File: src/rtl/lcd_timing_driver.sv
// RGB-LCD timing generator: HSYNC/VSYNC/DE, pixel request coordinates and
// DE-aligned RGB output for a pixel generator that registers its data one cycle.
module lcd_timing_driver #(
  parameter logic [10:0] H_SYNC  = 11'd41,
  parameter logic [10:0] H_BACK  = 11'd2,
  parameter logic [10:0] H_DISP  = 11'd480,
  parameter logic [10:0] H_FRONT = 11'd2,
  parameter logic [10:0] V_SYNC  = 11'd10,
  parameter logic [10:0] V_BACK  = 11'd2,
  parameter logic [10:0] V_DISP  = 11'd272,
  parameter logic [10:0] V_FRONT = 11'd2
) (
  input  logic        lcd_pclk,
  input  logic        rst_n,
  input  logic [23:0] pixel_data,
  output logic [10:0] pixel_xpos,
  output logic [10:0] pixel_ypos,
  output logic [10:0] h_disp,
  output logic [10:0] v_disp,
  output logic        lcd_hs,
  output logic        lcd_vs,
  output logic        lcd_de,
  output logic [23:0] lcd_rgb,
  output logic        lcd_bl,
  output logic        frame_start,
  output logic [7:0]  frame_cnt
);

  localparam logic [10:0] H_TOTAL = H_SYNC + H_BACK + H_DISP + H_FRONT;
  localparam logic [10:0] V_TOTAL = V_SYNC + V_BACK + V_DISP + V_FRONT;
  localparam logic [10:0] HA      = H_SYNC + H_BACK;
  localparam logic [10:0] VA      = V_SYNC + V_BACK;
  localparam logic [10:0] H_REQ   = HA - 11'd1;

  typedef enum logic {ST_RESET, ST_SCAN} state_t;

  state_t      state;
  logic [10:0] hc, vc;
  logic [10:0] hc_nxt, vc_nxt;
  logic        frame_wrap;
  logic        vact_nxt, de_nxt, req_nxt, origin_nxt;

  // Counters hold the position currently on the outputs; every output is
  // registered from the position about to be presented. Leaving reset
  // presents (0,0) rather than advancing.
  always_comb begin
    hc_nxt     = '0;
    vc_nxt     = '0;
    frame_wrap = 1'b0;
    if (state == ST_SCAN) begin
      if (hc == H_TOTAL - 11'd1) begin
        if (vc == V_TOTAL - 11'd1) begin
          frame_wrap = 1'b1;
        end else begin
          vc_nxt = vc + 11'd1;
        end
      end else begin
        hc_nxt = hc + 11'd1;
        vc_nxt = vc;
      end
    end
  end

  always_comb begin
    vact_nxt   = (vc_nxt >= VA) && (vc_nxt < VA + V_DISP);
    de_nxt     = vact_nxt && (hc_nxt >= HA) && (hc_nxt < HA + H_DISP);
    req_nxt    = vact_nxt && (hc_nxt >= H_REQ) && (hc_nxt < H_REQ + H_DISP);
    origin_nxt = (hc_nxt == '0) && (vc_nxt == '0);
  end

  always_ff @(posedge lcd_pclk) begin
    if (!rst_n) begin
      state       <= ST_RESET;
      hc          <= '0;
      vc          <= '0;
      frame_cnt   <= '0;
      lcd_hs      <= 1'b1;
      lcd_vs      <= 1'b1;
      lcd_de      <= 1'b0;
      pixel_xpos  <= '0;
      pixel_ypos  <= '0;
      frame_start <= 1'b0;
      lcd_bl      <= 1'b0;
    end else begin
      state       <= ST_SCAN;
      hc          <= hc_nxt;
      vc          <= vc_nxt;
      lcd_hs      <= !(hc_nxt < H_SYNC);
      lcd_vs      <= !(vc_nxt < V_SYNC);
      lcd_de      <= de_nxt;
      pixel_xpos  <= req_nxt ? hc_nxt - H_REQ : '0;
      pixel_ypos  <= vact_nxt ? vc_nxt - VA : '0;
      frame_start <= origin_nxt;
      lcd_bl      <= lcd_bl | origin_nxt;
      if (frame_wrap) begin
        frame_cnt <= frame_cnt + 8'd1;
      end
    end
  end

  // Generator data arrives registered one cycle after the request, i.e. on the DE cycle.
  assign lcd_rgb = lcd_de ? pixel_data : '0;
  assign h_disp  = H_DISP;
  assign v_disp  = V_DISP;

endmodule

File: config.mk
export PLATFORM = sky130hd
export DESIGN_NAME = lcd_timing_driver
export DESIGN_NICKNAME = d
export VERILOG_FILES = /design/src/rtl/lcd_timing_driver.sv
export SDC_FILE = /design/constraint.sdc
export NUM_CORES = 1
export LEC_CHECK = 0
export CORE_UTILIZATION = 47
export CTS_CLUSTER_DIAMETER = 60
export DETAILED_ROUTE_END_ITERATION = 12
export PLACE_DENSITY = 0.78
export SYNTH_ARGS = -nofsm -noshare
export SYNTH_HDL_FRONTEND = slang
export SYNTH_SLANG_ARGS = --single-unit
export TNS_END_PERCENT = 30
File: constraint.sdc
create_clock -name lcd_pclk -period 8.15 [get_ports lcd_pclk]
set_input_delay 0.815 -clock lcd_pclk [delete_from_list [all_inputs] [get_ports lcd_pclk]]
set_output_delay 0.815 -clock lcd_pclk [all_outputs]
set_load 0.01 [all_outputs]
==> results.cfg <==
[drt]
detailroute.via_count = 3684
wirelength_um = 10260
wire_per_inst_um = 16.18
residual_drc = 0
routed_via_density = 5.811
drt_iter0_markers = 316
firstDrtPassIters = 5
route.antenna.remaining_nets = 0

[logic_synthesis]
combinational_family_with_the_most_area_after_synthesis = simple AND/OR/NAND/NOR gates
synth_adder_area_share = 0.03174
postSynthRegisterBits = 58
synth_compound_area_frac = 0.1863
synthFlopType = dfxtp_1
synthSimpleGateAreaFrac = 0.3094
muxShareOfSynthArea = 0.007934
yosysWarningCount = 0
yosys.cell_types.count = 75
synth.yosys.seq_area_share = 0.2945
synthesis.instances = 462
async_set_or_reset_register_ratio_after_synthesis = 0
postSynthAreaPerCell_um2 = 8.534
yosys.area_share.xor_xnor = 0.07077
mappedNetlistArea_mm2 = 0.003943
synth-edff-count = 0

[floorplanning]
fp.dieH_um = 93.59
effective_utilization_at_floorplan = 0.4822
core_mm2 = 0.008175
dieArea_mm2 = 0.008759
top_level_port_count = 107
std_cell_rows = 33
die_w_um = 93.59

[grt]
grt_pass1_wl_um = 16830
antenna_found_initial = 0
grt_util_all_layers = 0.2444
largest_net_degree_at_the_start_of_global_routing = 26
grt_pass1_vias = 3335
gr-total-overflow = 0

[timing]
fmax_mhz = 263.2
unrepaired_setup_endpoints_after_global_routing = false
timing.final.setup_violations = 0
skew_ns = 0.01482
timing_worst_slew_pin_value_ns = 0.6881
hold_ws_ns = 0.4542
final.period_utilization = 0.4663
drv_slew = 0
report.final.hold_viol_count = 0
min_period_ns = 3.800
slew_headroom = 0.5413
fin_setup_tns_ns = 0

[power_and_ir_drop]
leakagePower_nw = 1.658
peakVddDrop_v = 0.0001028
power_density_mw_per_mm2 = 136.2

[run_status]
outcome = completed

[cells_and_area]
drive_above_1_share = 0.1021
postLayoutCoreUtil = 0.6025
seqCellArea_mm2 = 0.001161
layout_nets = 560
syn2layout_area_growth_pct = 24.94
antenna_cells = 0
stdcell_area_mm2 = 0.004926
multi_input_comb_area_mm2 = 0.002472
num-fill-cells = 698

[setup_path]
critical_path.max_fanout = 14
critPathArrivalTime_ns = 4.06
setup.worst_path.start_class = register
timing.setup.critical_path_class = reg2reg
worst-endpoint-required_ns = 8.41
endpoint_kind = register

[clocking]
clock_tree.root_cell = clkbuf_8
cts_post_setup_buffers_inserted = 0
cts_hold_buffers = 0
cts_h_tree_lvls = 3
cts_resized = 0
cts_made_buffers = 9
cts_tree = built
clock-sinks = 58
bufs_on_longest_clock_path = 2
clk_transition_reported_paths_ns = 0.08
worstSkewPairLatency_ns = 0.36

[worst_hold_path]
holdCritPathClass = reg2reg

[placed_design]
dp.final_hpwl_um = 7427
finalWeightedCongestion = 0.8880
port_buffers = 84
placed_cell_area_mm2 = 0.004677

[job]
max_cap_violations = 0
power breakdown:
part	switching (mW)	internal, mW
registers	0.00248	0.285
clock network	0.136	0.206
logic	0.0224	0.0185
total	0.161	0.510
layout by cell type, fill, tap and decap left out, types with 4 or more instances in the layout:
master	netlist	final
a21oi_1	11	11
nor4_2	16	16
nor4_1	4	4
nor2_1	41	41
inv_1	14	14
a311o_1	4	4
nand4_1	12	12
ha_1	10	10
clkdlybuf4s50_1	0	84
and3_1	4	4
dfxtp_1	58	58
conb_1	2	22
clkbuf_8	0	9
a31oi_1	4	4
nand3b_1	5	5
nor3_1	15	15
xnor2_1	15	15
and4_1	4	4
o21ai_0	19	19
xor2_1	15	15
o21a_1	8	8
nand2_1	25	25
and2_1	28	28
or3_1	7	7
nand3_1	14	14
cells in the mapped netlist, types with 3 or more instances:
cell type	number	share of area
a211o_1	3	0.0067
clkbuf_2	3	0.0038
nand4_1	12	0.019
inv_1	14	0.013
and4_1	4	0.0089
xnor2_1	15	0.033
a211oi_1	3	0.0057
nor3_1	15	0.019
and2_1	28	0.044
ha_1	10	0.032
o211ai_1	3	0.0057
a311oi_1	3	0.0067
a21oi_1	11	0.014
nor3b_1	3	0.0057
o21ai_0	19	0.024
o31ai_1	3	0.0057
a21o_1	3	0.0057
a31oi_1	4	0.0063
nor2_1	41	0.039
nand2_1	25	0.024
and3_1	4	0.0063
nand3b_1	5	0.0095
a311o_1	4	0.010
nor4_1	4	0.0063
o21a_1	8	0.015
nor4_2	16	0.051
xor2_1	15	0.033
dfxtp_1	58	0.29
o21ai_1	3	0.0038
buf_6	4	0.011
buf_1	3	0.0029
nand3_1	14	0.018
or3_1	7	0.011
buf_4	23	0.044
clkbuf_1	21	0.020
per-layer routing:
metal	up-vias	global-route usage	part of all wire
met3	27	0.04797	0.085
met2	200	0.3946	0.45
met5	-	0	0
met4	0	0.1000	0.030
li1	1740	-	-
met1	1717	0.3179	0.43
state kept, by name (all words and copies together), names as in the netlist:
name / cells
frame_cnt: 8
frame_start: 1
hc: 11
lcd_bl: 1
lcd_de: 1
lcd_hs: 1
lcd_vs: 1
pixel_xpos: 11
pixel_ypos: 11
state: 1
vc: 11
area by class of cell:
| class | instances | share of cell area |
|---|---|---|
| Tap cell | 105 | 0.02667 |
| Multi-Input combinational cell | 354 | 0.5019 |
| Sequential cell | 58 | 0.2357 |
| Timing Repair Buffer | 86 | 0.1737 |
| Inverter | 15 | 0.01143 |
| Clock inverter | 7 | 0.02540 |
| Clock buffer | 9 | 0.02515 |
critical path: stages, from the launching register on:
cell and delay [ns]:
dfxtp_1 0.58, inv_1 0.14, ha_1 0.22, nand4bb_1 0.32
o31a_1 0.41, nand2_1 0.18, inv_1 0.13, ha_1 0.20
o2111ai_1 0.11, a211o_1 0.34, a211oi_1 0.57, o311ai_0 0.30
nor4_2 0.20
path summary, 6_finish.rpt:
check	start	cells past startpoint	end	slack, ns
worst max-delay path	hc[0]	12	pixel_xpos[7]	4.35
worst max register to register	hc[0]	12	pixel_xpos[7]	4.35
worst min register to register	lcd_bl	1	lcd_bl	0.45
worst min-delay path	lcd_bl	1	lcd_bl	0.45
through the flow:
step | power (mW) | std cells | worst slack [ns]
6_report | 0.6708 | 634 | 4.350
5_1_grt | 0.6875 | 634 | 4.048
4_1_cts | 0.6712 | 634 | 4.449
3_5_place_dp | 0.3351 | 618 | 4.487
3_3_place_gp | 0.3347 | 618 | 4.705
2_1_floorplan | 0.3228 | 482 | 4.748
kinds of logic after synthesis:
logic type,count (synthesis)
AND/OR/NAND/NOR,195
AO/OA/AOI/OAI,93
buffers and inverters,70
flip-flops,58
XOR/XNOR,31
adder cells (fa/ha/maj),10
multiplexers,3
other,2
Note: power is estimated with default switching activity, not from simulation.
